$ cat config.mk
export PLATFORM = sky130hd
export DESIGN_NAME = i2c_req_arbiter
export DESIGN_NICKNAME = d
export VERILOG_FILES = /design/src/rtl/i2c_pkg.sv /design/src/rtl/rr_pick.sv /design/src/rtl/i2c_req_arbiter.sv
export SDC_FILE = /design/constraint.sdc
export NUM_CORES = 1
export LEC_CHECK = 0
export ABC_CLOCK_PERIOD_IN_PS = 2600
export CAP_MARGIN = 30
export CORE_ASPECT_RATIO = 0.75
export CORE_MARGIN = 10
export CORE_UTILIZATION = 43
export CTS_BUF_LIST = sky130_fd_sc_hd__clkbuf_4
export DETAILED_ROUTE_END_ITERATION = 7
export PLACE_DENSITY = 0.78
export SLEW_MARGIN = 5
export SYNTH_ARGS = -nofsm -noshare
export SYNTH_HDL_FRONTEND = slang
export SYNTH_HIERARCHICAL = 1
export SYNTH_SLANG_ARGS = --single-unit
$ cat constraint.sdc
create_clock -name clk -period 2.6 [get_ports clk]
set_clock_uncertainty 0.1 [all_clocks]
set_input_delay 0.52 -clock clk [delete_from_list [all_inputs] [get_ports clk]]
set_output_delay 0.52 -clock clk [all_outputs]
set_load 0.005 [all_outputs]
$ cat src/rtl/i2c_pkg.sv
// Shared definitions for the I2C request arbiter and the master it drives.
package i2c_pkg;

  localparam int ADDR_W  = 7;
  localparam int NBYTE_W = 5;
  localparam int TIMER_W = 12;
  localparam int RETRY_W = 4;

  // Master sequencer state encodings, IDLE through STOP.
  typedef enum logic [3:0] {
    MST_IDLE     = 4'd0,
    MST_START    = 4'd1,
    MST_ADDR     = 4'd2,
    MST_ADDR_ACK = 4'd3,
    MST_WR       = 4'd4,
    MST_WR_ACK   = 4'd5,
    MST_RD       = 4'd6,
    MST_RD_ACK   = 4'd7,
    MST_STOP     = 4'd8
  } i2c_mst_state_t;

  // Arbiter FSM states.
  typedef enum logic [2:0] {
    ARB_IDLE    = 3'd0,
    ARB_ARB     = 3'd1,
    ARB_LAUNCH  = 3'd2,
    ARB_WAIT    = 3'd3,
    ARB_BACKOFF = 3'd4,
    ARB_DONE    = 3'd5
  } arb_state_t;

  // Command captured from the winning requester.
  typedef struct packed {
    logic               rw;
    logic [ADDR_W-1:0]  addr;
    logic [NBYTE_W-1:0] nbyte;
  } i2c_cmd_t;

endpackage

$ cat src/rtl/rr_pick.sv
// Combinational round-robin priority encoder: first set request at or
// after rr_ptr, wrapping from N_REQ-1 back to 0.
module rr_pick #(
  parameter int N_REQ = 4,
  parameter int PW    = $clog2(N_REQ)
) (
  input  logic [N_REQ-1:0] req,
  input  logic [PW-1:0]    rr_ptr,
  output logic [PW-1:0]    winner,
  output logic             valid
);

  // Scan N_REQ positions starting at rr_ptr; keep the first hit.
  always_comb begin
    winner = '0;
    valid  = 1'b0;
    for (int i = 0; i < N_REQ; i++) begin
      int j;
      j = int'(rr_ptr) + i;
      if (j >= N_REQ) j = j - N_REQ;
      if (!valid && req[j]) begin
        valid  = 1'b1;
        winner = PW'(j);
      end
    end
  end

endmodule

$ cat src/rtl/i2c_req_arbiter.sv
// Shares one I2C master between N_REQ clients: round-robin grant, command
// latch, launch, NACK retry with backoff, timeout, and done/err pulse.
//
// Handshakes:
//   client side : req is a level held until the granted client sees a
//                 one-cycle done or err pulse; the command is sampled once
//                 (in ARB) and the client must drop req for >= 1 clk after.
//   master side : m_ena is held high until m_busy is seen high (valid held
//                 until ready); completion is the one-cycle m_stop_done,
//                 qualified by the sticky m_nack.
module i2c_req_arbiter
  import i2c_pkg::*;
#(
  parameter int N_REQ     = 4,
  parameter int MAX_RETRY = 3,
  parameter int TIMEOUT   = 4095,
  parameter int BACKOFF   = 255
) (
  input  logic                     clk,
  input  logic                     rst_n,
  input  logic [N_REQ-1:0]         req,
  input  logic [N_REQ-1:0]         req_rw,
  input  logic [ADDR_W*N_REQ-1:0]  req_addr,
  input  logic [NBYTE_W*N_REQ-1:0] req_nbyte,
  output logic [N_REQ-1:0]         gnt,
  output logic [N_REQ-1:0]         done,
  output logic [N_REQ-1:0]         err,
  output logic                     m_ena,
  output logic                     m_rw,
  output logic [ADDR_W-1:0]        m_addr,
  output logic [NBYTE_W-1:0]       m_nbyte,
  input  logic                     m_busy,
  input  logic                     m_stop_done,
  input  logic                     m_nack,
  output arb_state_t               dbg_state
);

  localparam int PW = $clog2(N_REQ);
  localparam logic [TIMER_W-1:0] TIMEOUT_T = TIMER_W'(TIMEOUT);
  localparam logic [TIMER_W-1:0] BACKOFF_T = TIMER_W'(BACKOFF);
  localparam logic [RETRY_W-1:0] RETRY_T   = RETRY_W'(MAX_RETRY);

  arb_state_t         state_q, state_d;
  logic [PW-1:0]      owner_q, owner_d;
  logic [PW-1:0]      rr_ptr_q, rr_ptr_d;
  logic [RETRY_W-1:0] retry_q, retry_d;
  logic [TIMER_W-1:0] timer_q, timer_d;
  logic [TIMER_W-1:0] timer_inc;
  i2c_cmd_t           cmd_q, cmd_d;
  logic               is_err_q, is_err_d;
  logic [PW-1:0]      win_idx;
  logic               win_valid;
  i2c_cmd_t           win_cmd;

  rr_pick #(.N_REQ(N_REQ), .PW(PW)) u_rr_pick (
    .req    (req),
    .rr_ptr (rr_ptr_q),
    .winner (win_idx),
    .valid  (win_valid)
  );

  // Command fields of the current round-robin winner.
  always_comb begin
    win_cmd.rw    = req_rw[win_idx];
    win_cmd.addr  = req_addr[int'(win_idx)*ADDR_W +: ADDR_W];
    win_cmd.nbyte = req_nbyte[int'(win_idx)*NBYTE_W +: NBYTE_W];
  end

  // The timer counts the current cycle; an expiry fires when the count of
  // elapsed cycles reaches the limit, so WAIT lasts exactly TIMEOUT clks.
  assign timer_inc = timer_q + 1'b1;

  // Next-state and next-datapath decisions.
  always_comb begin
    state_d  = state_q;
    owner_d  = owner_q;
    rr_ptr_d = rr_ptr_q;
    retry_d  = retry_q;
    timer_d  = timer_q;
    cmd_d    = cmd_q;
    is_err_d = is_err_q;
    case (state_q)
      ARB_IDLE: begin
        if (|req) state_d = ARB_ARB;
      end
      ARB_ARB: begin
        if (!win_valid) begin
          state_d = ARB_IDLE;
        end else begin
          owner_d = win_idx;
          cmd_d   = win_cmd;
          timer_d = '0;
          retry_d = '0;
          if (win_cmd.nbyte == '0) begin
            is_err_d = 1'b1;
            state_d  = ARB_DONE;
          end else begin
            is_err_d = 1'b0;
            state_d  = ARB_LAUNCH;
          end
        end
      end
      ARB_LAUNCH: begin
        if (m_busy) begin
          timer_d = '0;
          state_d = ARB_WAIT;
        end else if (timer_inc == TIMEOUT_T) begin
          is_err_d = 1'b1;
          state_d  = ARB_DONE;
        end else begin
          timer_d = timer_inc;
        end
      end
      ARB_WAIT: begin
        // stop_done is checked first so it wins over a same-cycle timeout.
        if (m_stop_done) begin
          if (!m_nack) begin
            is_err_d = 1'b0;
            state_d  = ARB_DONE;
          end else if (retry_q < RETRY_T) begin
            retry_d = retry_q + 1'b1;
            timer_d = '0;
            state_d = ARB_BACKOFF;
          end else begin
            is_err_d = 1'b1;
            state_d  = ARB_DONE;
          end
        end else if (timer_inc == TIMEOUT_T) begin
          is_err_d = 1'b1;
          state_d  = ARB_DONE;
        end else begin
          timer_d = timer_inc;
        end
      end
      ARB_BACKOFF: begin
        if (timer_inc >= BACKOFF_T) begin
          timer_d = '0;
          state_d = ARB_LAUNCH;
        end else begin
          timer_d = timer_inc;
        end
      end
      ARB_DONE: begin
        rr_ptr_d = (owner_q == PW'(N_REQ-1)) ? '0 : owner_q + 1'b1;
        retry_d  = '0;
        timer_d  = '0;
        state_d  = ARB_IDLE;
      end
      default: state_d = ARB_IDLE;
    endcase
  end

  // State register.
  always_ff @(posedge clk or negedge rst_n) begin
    if (!rst_n) state_q <= ARB_IDLE;
    else        state_q <= state_d;
  end

  // Datapath registers: owner, pointer, retry count, timer, latched command.
  always_ff @(posedge clk or negedge rst_n) begin
    if (!rst_n) begin
      owner_q  <= '0;
      rr_ptr_q <= '0;
      retry_q  <= '0;
      timer_q  <= '0;
      cmd_q    <= '0;
      is_err_q <= 1'b0;
    end else begin
      owner_q  <= owner_d;
      rr_ptr_q <= rr_ptr_d;
      retry_q  <= retry_d;
      timer_q  <= timer_d;
      cmd_q    <= cmd_d;
      is_err_q <= is_err_d;
    end
  end

  // Grant, launch and completion outputs decoded from the state.
  always_comb begin
    gnt   = '0;
    done  = '0;
    err   = '0;
    m_ena = (state_q == ARB_LAUNCH);
    if (state_q inside {ARB_LAUNCH, ARB_WAIT, ARB_BACKOFF, ARB_DONE})
      gnt[owner_q] = 1'b1;
    if (state_q == ARB_DONE) begin
      if (is_err_q) err[owner_q]  = 1'b1;
      else          done[owner_q] = 1'b1;
    end
  end

  assign m_rw      = cmd_q.rw;
  assign m_addr    = cmd_q.addr;
  assign m_nbyte   = cmd_q.nbyte;
  assign dbg_state = state_q;

endmodule

==> results.md, run 1 <==
STA:
- Setup violations remaining at the end of the flow were counted as 0.
- Across all hold checks on the routed design, the worst slack comes to 0.167 ns.
- The routed design could run at a clock period as short as 2.52 ns.
- The worst-margin pin slew is 0.855 ns.
- In the post-route analysis, the smallest setup slack over all paths is 0.0788 ns.
- The post-route clock period utilization is 0.970.
- The max-slew headroom at the worst pin is 0.430.
- The final-report max-slew violation count is 0.
- Setup repair after global routing could not meet its margin everywhere.
- The number of hold violations in the final report is 0.
- The fmax is 397 MHz.

Yosys:
- The proportion of synthesized chip area in sequential cells is 0.334.
- Each instance of the synthesized netlist takes up on average 9.73 um2.
- Counting flops with a built-in enable in the synthesized netlist gives 0.
- The count of mapped cells out of synthesis is 285.
- In the synthesized netlist the dominant register cell turns out to be sky130_fd_sc_hd__dfrtp_1.
- The Yosys step of the flow raised 6 warnings.
- Of all flip-flops after synthesis, the portion carrying an async set or reset was 1.00.
- Sorting the synthesized cells by area gives the leading types as sky130_fd_sc_hd__dfrtp_1 (33%), sky130_fd_sc_hd__mux4_2 (11%), sky130_fd_sc_hd__mux2_2 (5.3%), sky130_fd_sc_hd__nand2_1 (4.1%), sky130_fd_sc_hd__ha_1 (3.6%).
- The synthesized netlist contains 60 unique library cells.
- The largest total area in the synthesized netlist belongs to sky130_fd_sc_hd__dfrtp_1.
- The count of state elements after synthesis is 37.
- The net count after synthesis is 354.
- The top cell type's share of synthesized area is 0.334.
- The synthesized netlist occupies a cell area of between 2000 and 3000 um2.

Global routing:
- Entering global routing, the biggest net connects 38 pins.
- The first-pass GRT wire length is 14.6 mm.
- The all-layer global routing usage is 0.177.
- The number of global-route vias before repair was 2896.
- The global route total overflow is 0.
- The number of antenna violations at the first check in global routing was 1.

Routing:
- For this run, design rule violations remaining after detail routing come to 0.
- The post-detailed-route via-to-cell ratio is 5.71.
- The average wire per standard cell is between 15 and 20 um.
- Once detail routing completed, the nets flagged for antenna violations numbered 0.
- The first TritonRoute pass finished after 4 iterations.
- The routed wire length is 8.79 mm.
- For this block, the via count after detailed routing is 2766.
- The detailed router's first-iteration violation count is 162.

CTS:
- The later pin in the worst-skew pair is clocked with a latency of 0.35 ns.
- The root buffer selected by CTS is sky130_fd_sc_hd__clkbuf_4.
- The number of buffers between clock root and the deepest sink is 2.
- Counting every sink on the clock net gives 37.
- The TritonCTS buffer count is 5.
- The number of hold buffers added after CTS was 0.
- TritonCTS built the clock tree.
- Clock-pin slew was measured on the worst setup and hold paths at 0.12 ns.
- The maximum level of the CTS H-tree is 2.

Floorplan:
- The die is between 100 and 150 um wide.
- The height of the die is between 80 and 90 um.
- The die covers 10100 um2.
- The site row count is 25.
- The initial cell density of the core is 0.441.
- In this run the count of I/O pins placed on the die edge is 90.
- The total area inside the core boundary comes to roughly 6300 um2.

Placed design:
- At the end of routability-driven placement, the weighted congestion stood at 0.886.
- The placed wire-length estimate is 7.13 mm.
- Timing analysis after detailed placement gives a worst setup slack of -0.499 ns.
- Once placement completed, the tool counted placed cells totaling 471.
- The total of buffers placed on input and output ports is 89.

Worst setup path:
- The classification of the worst setup path is reg2out.
- The type of origin of the critical path is a flop.
- The worst-path maximum fanout is 6.
- The data arrival time of the worst path is 1.90 ns.
- The critical path required time is just under 2 ns.
- STA classifies the critical path endpoint as an output pin.

Pwr:
- The design draws 3.61 mW.
- The internal power of the cells is 2.14 mW.
- The cell leakage power is 1.66 nW.
- The combinational group share of total power is 0.656.
- The share of total power in sequential cells is 0.263.
- For this design the total switching power over the nets is roughly 1.5 mW.
- The largest vdd supply drop is 0.000468 V.
- The clock network fraction of design power is 0.081.
- For this design the ratio of total power to cell area is 883 nW/um2.
- The switching share of total power is 0.408.

Layout:
- Compared with the post-synthesis result, the final layout area differs by 47.4%.
- The most common cell after layout, fill and taps aside is sky130_fd_sc_hd__clkdlybuf4s50_1.
- The library cells used most frequently in the layout, excluding fill and tap cells, are sky130_fd_sc_hd__clkdlybuf4s50_1 (84), sky130_fd_sc_hd__dfrtp_1 (35), sky130_fd_sc_hd__buf_4 (32).
- In the final design database the tool counted 471 nets.
- The count of cells in the finished layout, fillers not included, comes to 484.
- In the final layout, the share of cells above drive strength 1 is 0.234.

Flow run:
- The count of maximum capacitance violations is 0.

Run status:
- The flow ran to the end, and the final reports show no timing, DRC or antenna violations.

Worst hold path:
- The kind of path behind the tightest hold check is in2async.
==> registers in the layout (all words and copies together) (netlist names) <==
register	flops
dbg_state	3
is_err_q	1
m_nbyte	5
timer_q	12
rr_ptr_q	2
m_rw	1
retry_q	4
owner_q	2
m_addr	7
==> cell type report <==
cell class / count / area, um2
antenna: 1 / 2.50
clock buffer: 5 / 37.5
clock inverter: 2 / 11.3
fill: 476 / 2200
inverter: 13 / 51.3
multi-input combinational: 221 / 1780
sequential: 37 / 928
tap: 81 / 101
timing repair buffer: 124 / 1170
==> cell families after synthesis <==
family	synth area share
simple gates	0.223
compound gates	0.202
flops	0.334
buf+inv	0.0424
mux	0.162
fa+ha+maj	0.0361
==> power groups by stage <==
stage / combinational (mW) / clock (mW) / sequential (mW)
3_3_place_gp: 2.18 / 0 / 0.946
6_report: 2.37 / 0.292 / 0.949
4_1_cts: 2.29 / 0.300 / 0.931
3_5_place_dp: 2.22 / 0 / 0.949
2_1_floorplan: 1.26 / 0 / 0.895
5_1_grt: 2.58 / 0.327 / 0.973
==> cells in the mapped netlist, types with 3 or more instances <==
master / count
sky130_fd_sc_hd__nand2b_1: 4
sky130_fd_sc_hd__a31oi_1: 3
sky130_fd_sc_hd__nor2b_1: 6
sky130_fd_sc_hd__and2_1: 11
sky130_fd_sc_hd__a211o_1: 3
sky130_fd_sc_hd__buf_2: 9
sky130_fd_sc_hd__o21ai_0: 12
sky130_fd_sc_hd__inv_1: 12
sky130_fd_sc_hd__nand3_1: 11
sky130_fd_sc_hd__dfrtp_1: 37
sky130_fd_sc_hd__nand2_1: 30
sky130_fd_sc_hd__nor2_1: 14
sky130_fd_sc_hd__nor4_1: 3
sky130_fd_sc_hd__and3_1: 6
sky130_fd_sc_hd__nor3_1: 11
sky130_fd_sc_hd__nand4_1: 7
sky130_fd_sc_hd__o211ai_1: 4
sky130_fd_sc_hd__clkbuf_1: 3
sky130_fd_sc_hd__mux2_2: 13
sky130_fd_sc_hd__ha_1: 8
sky130_fd_sc_hd__o221ai_1: 3
sky130_fd_sc_hd__o31ai_1: 5
sky130_fd_sc_hd__a21oi_1: 10
sky130_fd_sc_hd__mux4_2: 13
sky130_fd_sc_hd__o22ai_1: 3
sky130_fd_sc_hd__o21a_1: 4
==> worst max-delay path, cell delays in order (launching register included) <==
cell                              delay, ns
sky130_fd_sc_hd__dfrtp_2               0.48
sky130_fd_sc_hd__nand2b_2              0.25
sky130_fd_sc_hd__nor2_4                0.14
sky130_fd_sc_hd__and3_1                0.17
sky130_fd_sc_hd__clkdlybuf4s50_1       0.50
==> what timing repair did <==
item / in CTS / in global routing
endpoints found under the setup margin: 11 / 21
gates resized for setup: 8 / 15
endpoints found under the hold margin: 0 / 0
pin swaps: 4 / 6
buffers inserted: 3 / 2
cloned: 0 / 0
==> layer usage <==
metal  GRT usage  up-vias  part of all wire
li1            -     1322                 -
met1       0.205     1306              0.40
met2       0.281      126              0.45
met3      0.0999       12              0.13
met4      0.0425        0             0.012
met5           0        -                 0
==> path summary, 6_finish.rpt <==
path / end / slack (ns) / depth (start not counted) / startpoint
worst max-delay path: err[2] / 0.08 / 4 / dbg_state[1]$_DFFE_PN0P_
worst min-delay path: timer_q[1]$_DFFE_PN0P_ / 0.17 / 1 / rst_n
worst max register to register: dbg_state[0]$_DFFE_PN0P_ / 0.16 / 9 / rr_ptr_q[0]$_DFFE_PN0P_
worst min register to register: retry_q[3]$_DFFE_PN0P_ / 0.42 / 2 / retry_q[3]$_DFFE_PN0P_
max in group asynchronous: dbg_state[0]$_DFFE_PN0P_ / 1.65 / 1 / rst_n
min in group clk: retry_q[3]$_DFFE_PN0P_ / 0.42 / 2 / retry_q[3]$_DFFE_PN0P_
==> per-stage QoR <==
stage	TNS, ns	cell area, um2	util
after detailed placement	-5.72	3940	0.626
after global placement	-5.06	3940	0.626
after CTS	0	4020	0.640
after global routing	-0.0276	4090	0.650
after floorplan	0	2780	-
final	0	4090	0.650
No activity file was read; power rests on OpenSTA's default activity.
==> run 2, diff against run 1 <==
--- a/config.mk
+++ b/config.mk
@@ -8,11 +8,10 @@
 export ABC_CLOCK_PERIOD_IN_PS = 2600
 export CAP_MARGIN = 30
 export CORE_ASPECT_RATIO = 0.75
-export CORE_MARGIN = 10
-export CORE_UTILIZATION = 43
+export CORE_UTILIZATION = 36
 export CTS_BUF_LIST = sky130_fd_sc_hd__clkbuf_4
 export DETAILED_ROUTE_END_ITERATION = 7
-export PLACE_DENSITY = 0.78
+export PLACE_DENSITY = 0.68
 export SLEW_MARGIN = 5
 export SYNTH_ARGS = -nofsm -noshare
 export SYNTH_HDL_FRONTEND = slang
==> run 2 against run 1 <==
Clock power increased by 4%; hold slack better by 0.0090 ns; largest cell class unchanged; maximum frequency increased by 0.35%; power fell by 1.3%; flip-flop and latch count unchanged; sequential power is 3.0% lower; core utilization decreased by 9.7 points; via count shrank 0.18%.
==> results.md, run 2 (synthesized netlist as in run 1, its figures left out) <==
Run status:
- The flow ran to the end, and the final reports show no timing, DRC or antenna violations.

Worst setup path:
- In this design, the stage delay of the slowest critical-path cell is 0.58 ns.
- At the worst endpoint, the required time is 2.79 ns.
- The type of origin of the critical path is an input pin.
- The data arrival time of the worst path is around 2.7 ns.
- The classification of the worst setup path is in2reg.
- Traced cell by cell, the critical path runs through dlygate4sd2_1 > a221o_1 > a21oi_4 > mux4_2 > nor3_4 > nand2_1 > o211ai_1 > o21a_1.
- The worst setup path is captured at a flop.
- The worst-path maximum fanout is 5.
- The slowest stage of the critical path is the sky130_fd_sc_hd__mux4_2 cell.

Placed design:
- The weighted congestion at the end of routability-driven global placement is roughly 0.9.
- Summed over all nets, the half-perimeter wirelength after detailed placement is 6.45 mm.
- Buffers placed on the I/O ports in this run total 89.
- The minimum setup slack after placement is -0.610 ns.

Routing:
- The detailed router's first-iteration violation count is between 100 and 150.
- In this run the remaining antenna-violating nets after routing total 0.
- The post-route DRC violation count is 0.
- The routed layout has 2761 vias.
- Dividing the detail-routed wire length by the instance count gives 16.2 um.
- The post-detailed-route via-to-cell ratio is 5.49.
- The number of detailed-route iterations in the first pass is 5.
- The final layout contains routed wiring with a total length of slightly above 8 mm.

STA:
- The final-report max-slew violation count is 0.
- The setup-violating endpoint count in the final report is 0.
- Setup repair after global routing left no endpoint under its margin.
- The post-route clock period utilization is 0.966.
- The post-route minimum period is about 2.5 ns.
- The max-slew headroom at the worst pin is 0.421.
- The worst-margin pin slew is 0.868 ns.
- The fmax is 398 MHz.
- Adding up every negative setup slack in the final design gives 0 ns.
- The number of hold violations in the final report is 0.
- The worst path setup slack after routing is around 0.088 ns.

Layout:
- The area growth from synthesis to layout is 47.5%.
- The number of antenna diodes in the final layout is 0.
- The final layout contains 470 nets.
- The fraction of final layout cells sized beyond drive strength 1 is 0.231.
- The most common cell after layout, fill and taps aside is sky130_fd_sc_hd__clkdlybuf4s50_1.
- Ranked by flip-flop count, first place goes to timer_q.
- The flip-flop count of the largest register after layout is 12.
- In the layout the commonest cells are sky130_fd_sc_hd__clkdlybuf4s50_1 (83), sky130_fd_sc_hd__dfrtp_1 (36), sky130_fd_sc_hd__buf_4 (32).

CTS:
- The longest clock path from root to sink contains 2 buffers.
- The cts-stage hold buffer count is 0.
- In this run the clock root is driven by a sky130_fd_sc_hd__clkbuf_4.
- The TritonCTS buffer count is 5.
- The maximum level of the CTS H-tree is 2.
- The clock-pin slew on the worst setup and hold paths is 0.12 ns.
- TritonCTS built the clock tree.
- The number of clock sinks is 37.
- The clock latency on the worst-skew pair is between 0.3 and 0.4 ns.

Global routing:
- The number of antenna violations at the first check in global routing is 0.
- The number of global-route vias before repair is 2709.
- The all-layer global routing usage is 0.214.
- The maximum number of pins on one net before global-route repair is 38.
- The first global-routing pass estimated ~13 mm of wire.
- The global route total overflow is 0.

Pwr:
- The largest vdd supply drop is approximately 0.00049 V.
- In this run the static leakage power is 1.67 nW.
- The power density relative to cell area is between 800 and 900 nW/um2.

Flow run:
- Across the run, the number of max-cap violations was 0.

Floorplan:
- The height of the die is 78 um.
- The core region is around 7400 um2.
- The die covers 8060 um2.
- From left edge to right edge, the die measures a little over 100 um.
- During I/O placement, the number of pins put on the boundary was 90.
- The site row count is 27.
- The initial cell density of the core is 0.375.

Worst hold path:
- The worst hold path belongs to the class in2async.
[run 2: cell count changes in the layout (fill, tap and decap cells not counted), sizes merged]
cell	delta
clkbuf	+1
dlygate4sd2	+1
clkdlybuf4s50	-1
inv	+1
buf	-2
diode	-1
clkinv	+1
clkinvlp	-1
[run 2: stage by stage]
step | hold WS, ns | cell area [um2] | power (mW) | util | instances
finish | 0.176 | 4090 | 3.56 | 0.553 | 503
global route | 0.229 | 4090 | 3.84 | 0.553 | 503
CTS | 0.194 | 4050 | 3.52 | 0.547 | 501
detailed placement | 0.396 | 3970 | 3.17 | 0.536 | 493
global placement | 0.385 | 3970 | 3.14 | 0.536 | 493
floorplan | 0.124 | 2780 | 2.16 | - | 285
[run 2: layout make-up]
cell class                 instances  area (um2)
clock inverter                     3        16.3
multi-input combinational        221        1790
timing repair buffer             123        1140
clock buffer                       5        37.5
inverter                          13        48.8
sequential                        37         927
fill                             680        3310
tap                              101         126
[run 2: worst max-delay path: cells and delay by family]
kind	cells	cell delay, ns
and+or+nand+nor	2	0.31
AOI/OAI and AO/OA	4	1.01
muxes	1	0.58
buffers and inverters	1	0.28
[run 2: worst paths after layout]
kind	start	to	slack (ns)	cells after the start
max	req[2]	is_err_q$_DFFE_PN0P_	0.09	8
min	rst_n	m_nbyte[0]$_DFFE_PN0P_	0.18	1
max reg2reg	rr_ptr_q[0]$_DFFE_PN0P_	is_err_q$_DFFE_PN0P_	0.15	8
min reg2reg	retry_q[3]$_DFFE_PN0P_	retry_q[3]$_DFFE_PN0P_	0.42	2
max in group asynchronous	rst_n	dbg_state[1]$_DFFE_PN0P_	1.62	1
min in group clk	retry_q[3]$_DFFE_PN0P_	retry_q[3]$_DFFE_PN0P_	0.42	2
[run 2: power breakdown]
group / leakage, nW / switching [mW] / total, mW / internal, mW
clock network: 0.0307 / 0.200 / 0.303 / 0.103
logic: 1.17 / 1.08 / 2.34 / 1.26
registers: 0.474 / 0.157 / 0.921 / 0.764
total: 1.67 / 1.43 / 3.56 / 2.13
[run 2: layer usage]
layer / global-route usage / vias to the layer above / part of all wire
li1: - / 1322 / -
met1: 0.290 / 1315 / 0.45
met2: 0.345 / 113 / 0.46
met3: 0.0523 / 11 / 0.070
met4: 0.0479 / 0 / 0.011
met5: 0 / - / 0
[run 2: what timing repair did]
action / in CTS / in global routing
setup buffers: 0 / 2
setup endpoints to repair: 20 / 15
cloned: 0 / 0
pin swaps: 5 / 2
gates resized for setup: 12 / 10
==> run 3, diff against run 2 <==
--- a/config.mk
+++ b/config.mk
@@ -12,6 +12,7 @@
 export CTS_BUF_LIST = sky130_fd_sc_hd__clkbuf_4
 export DETAILED_ROUTE_END_ITERATION = 7
 export PLACE_DENSITY = 0.68
+export RECOVER_POWER = 50
 export SLEW_MARGIN = 5
 export SYNTH_ARGS = -nofsm -noshare
 export SYNTH_HDL_FRONTEND = slang
==> run 3 against run 2 <==
Maximum frequency increased by 0.29%; final cell count unchanged; count of clock-buffer cells in the layout unchanged; non-clock buffer count stayed put; via count rose by 0.69%; critical path type unchanged; largest cell class unchanged; largest power group unchanged.
==> results.md, run 3 (synthesized netlist as in run 1, its figures left out) <==
Layout:
- In the final layout, the share of cells above drive strength 1 is 0.229.
- The number of diodes is 0.
- More flip-flops sit in one register than any other, and that register is timer_q.
- The most common cell after layout, fill and taps aside is sky130_fd_sc_hd__clkdlybuf4s50_1.
- The finished cells cover approximately 4100 um2.
- The final core utilization is 0.552.
- The area growth from synthesis to layout is 47.3%.
- Counting the fill cells in the layout gives 682.
- In the layout the commonest cells are sky130_fd_sc_hd__clkdlybuf4s50_1 (73), sky130_fd_sc_hd__dfrtp_1 (36), sky130_fd_sc_hd__buf_4 (31).
- After the last flow step, the layout net total stands at 470.
- The flip-flop count of the largest register after layout is 12.

Floorplan:
- The floorplan step defined a core boundary enclosing 7400 um2.
- The initialized floorplan defines 27 standard-cell rows.
- The initial utilization of the core area, before any placement, comes to 0.375.
- The height of the die is 78 um.
- During I/O placement, the number of pins put on the boundary was 90.
- The floorplan die area is 8060 um2.
- The horizontal die dimension is 103 um.

Routing:
- Dividing the detail-routed wire length by the instance count gives 16.2 um.
- In the routed design, unresolved DRC markers number 0.
- The pre-antenna-repair detailed-routing pass consisted of 4 iterations.
- Using the TritonRoute via totals, the vias-per-cell ratio works out to 5.53.
- For this block, the initial DRC count from the detailed router was 194.
- The post-detailed-route count of antenna-violating nets is 0.
- The routed design has 8.14 mm of wire.
- The total via count in the routed design is 2780.

Global routing:
- The number of antenna violations at the first check in global routing is 0.
- The maximum number of pins on one net before global-route repair is 38.
- In the global route stage, overall resource usage came out at 0.214.
- The number of global-route vias before repair is 2709.
- The total overflow left after global routing is 0.
- The first global-routing pass estimated around 13 mm of wire.

Pwr:
- VDD sags by at most 0.000467 V.
- In this run the power density over the cells is 865 nW/um2.
- The power dissipated by switching net loads is 1.44 mW.
- The cell leakage power is ~1.7 nW.
- Of the total power, the clock network draws 0.087.
- The design draws 3.53 mW.
- The share of total power dissipated in combinational logic is 0.653.
- Of the total power, the share spent switching nets is 0.407.
- The share of total power dissipated in sequential elements is 0.260.
- Cell internal power was estimated by the tool at 2.10 mW.

Flow run:
- The count of maximum capacitance violations is 0.

Worst setup path:
- For the worst setup path, the data required time is 2.79 ns.
- The worst setup path is launched from an input pin.
- The kind of end point of the critical path is a flop.
- The data arrival time of the worst path is 2.70 ns.
- Measured in cells, the most critical reg-to-reg path has a length of 7.
- Of all nets on the critical path, the largest fanout is 5.
- By startpoint and endpoint, the worst setup path is classified as in2reg.

Placed design:
- At the end of routability-driven placement, the weighted congestion stood at between 0.8 and 0.9.
- The cell area reported after detailed placement is 3970 um2.
- The placed wire-length estimate is 6.45 mm.
- During placement, the flow inserted port buffers numbering 89.

Worst hold path:
- The worst hold path belongs to the class in2async.

STA:
- In the finished design, the share of the clock period the worst path needs comes to 0.963.
- The smallest clock period supported by the final layout is computed as 2.51 ns.
- For the pin with the worst max-slew slack, the measured transition is just under 0.9 ns.
- The number of hold violations in the final report is 0.
- The final-report max-slew violation count came to 0.
- The worst pin sits at a relative slew slack of 0.423.
- Setup repair after global routing left no endpoint under its margin.
- Adding up every negative setup slack in the final design gives 0 ns.
- The fmax is 399 MHz.
- Setup violations remaining at the end of the flow were counted as 0.

CTS:
- In this run, CTS created clock tree buffers numbering 5.
- The maximum level of the CTS H-tree is 2.
- CTS saw 37 sinks.
- After clock tree synthesis, the clock-pin slew on the worst setup and hold paths is 0.12 ns.
- The cts-stage hold buffer count is 0.
- The clock latency on the worst-skew pair is between 0.3 and 0.4 ns.
- Counting along the longest clock path gives a buffer depth of 2.
- The CTS tree is built.
- The cell sitting at the root of the clock tree is a sky130_fd_sc_hd__clkbuf_4.

Run status:
- The run finished with clean final reports.
-- run 3: cell types whose count changed in the layout (fill, tap and decap cells not counted) --
| cell | change |
|---|---|
| sky130_fd_sc_hd__clkdlybuf4s50_1 | -10 |
| sky130_fd_sc_hd__clkbuf_2 | +1 |
| sky130_fd_sc_hd__dlygate4sd3_1 | +10 |
| sky130_fd_sc_hd__nor2_1 | +1 |
| sky130_fd_sc_hd__buf_4 | -1 |
| sky130_fd_sc_hd__nor2_2 | -1 |
-- run 3: timing repair --
item / CTS / global route
setup buffers: 0 / 2
gates resized for setup: 12 / 10
pin swaps: 5 / 2
setup endpoints to repair: 20 / 15
-- run 3: final timing paths --
kind | from | endpoint | slack, ns
max | req[2] | is_err_q$_DFFE_PN0P_ | 0.09
min | rst_n | timer_q[2]$_DFFE_PN0P_ | 0.17
max reg2reg | timer_q[0]$_DFFE_PN0P_ | timer_q[2]$_DFFE_PN0P_ | 0.16
min reg2reg | retry_q[3]$_DFFE_PN0P_ | retry_q[3]$_DFFE_PN0P_ | 0.42
max in group asynchronous | rst_n | dbg_state[1]$_DFFE_PN0P_ | 1.63
min in group clk | retry_q[3]$_DFFE_PN0P_ | retry_q[3]$_DFFE_PN0P_ | 0.42
-- run 3: power groups by stage --
stage / sequential [mW] / clock (mW) / combinational (mW)
finish: 0.917 / 0.308 / 2.31
global route: 0.942 / 0.337 / 2.52
CTS: 0.923 / 0.317 / 2.28
detailed placement: 0.926 / 0 / 2.24
global placement: 0.922 / 0 / 2.22
floorplan: 0.895 / 0 / 1.26
-- run 3: layout make-up --
class	count	area [um2]	area share
Sequential cell	37	927	0.227
Clock inverter	3	16.3	0.00398
Multi-Input combinational cell	221	1790	0.438
Timing Repair Buffer	123	1140	0.279
Tap cell	101	126	0.0309
Clock buffer	5	37.5	0.00919
Inverter	13	48.8	0.0119
-- run 3: routing by layer --
metal  track usage  share of wire  routed length [um]  vias to the layer above
li1              -              -                   -                     1318
met1         0.290           0.45                3640                     1327
met2         0.345           0.46                3770                      124
met3        0.0523          0.078                 634                       11
met4        0.0479          0.011                  90                        0
met5             0              0                   0                        -
-- run 3: through the flow --
stage                     setup slack [ns]  instances  hold slack (ns)
after floorplan                     0.0214        285            0.124
after global placement              -0.537        493            0.385
after detailed placement            -0.610        493            0.396
after CTS                           0.0208        501            0.194
after global routing               0.00850        503            0.229
final                               0.0950        503            0.171
-- run 3: critical path, stage by stage --
cell and delay, ns:
sky130_fd_sc_hd__dlygate4sd2_1 0.28, sky130_fd_sc_hd__a221o_1 0.40, sky130_fd_sc_hd__a21oi_4 0.26, sky130_fd_sc_hd__mux4_2 0.58
sky130_fd_sc_hd__nor3_4 0.21, sky130_fd_sc_hd__nand2_1 0.10, sky130_fd_sc_hd__o211ai_1 0.20, sky130_fd_sc_hd__o21a_1 0.15
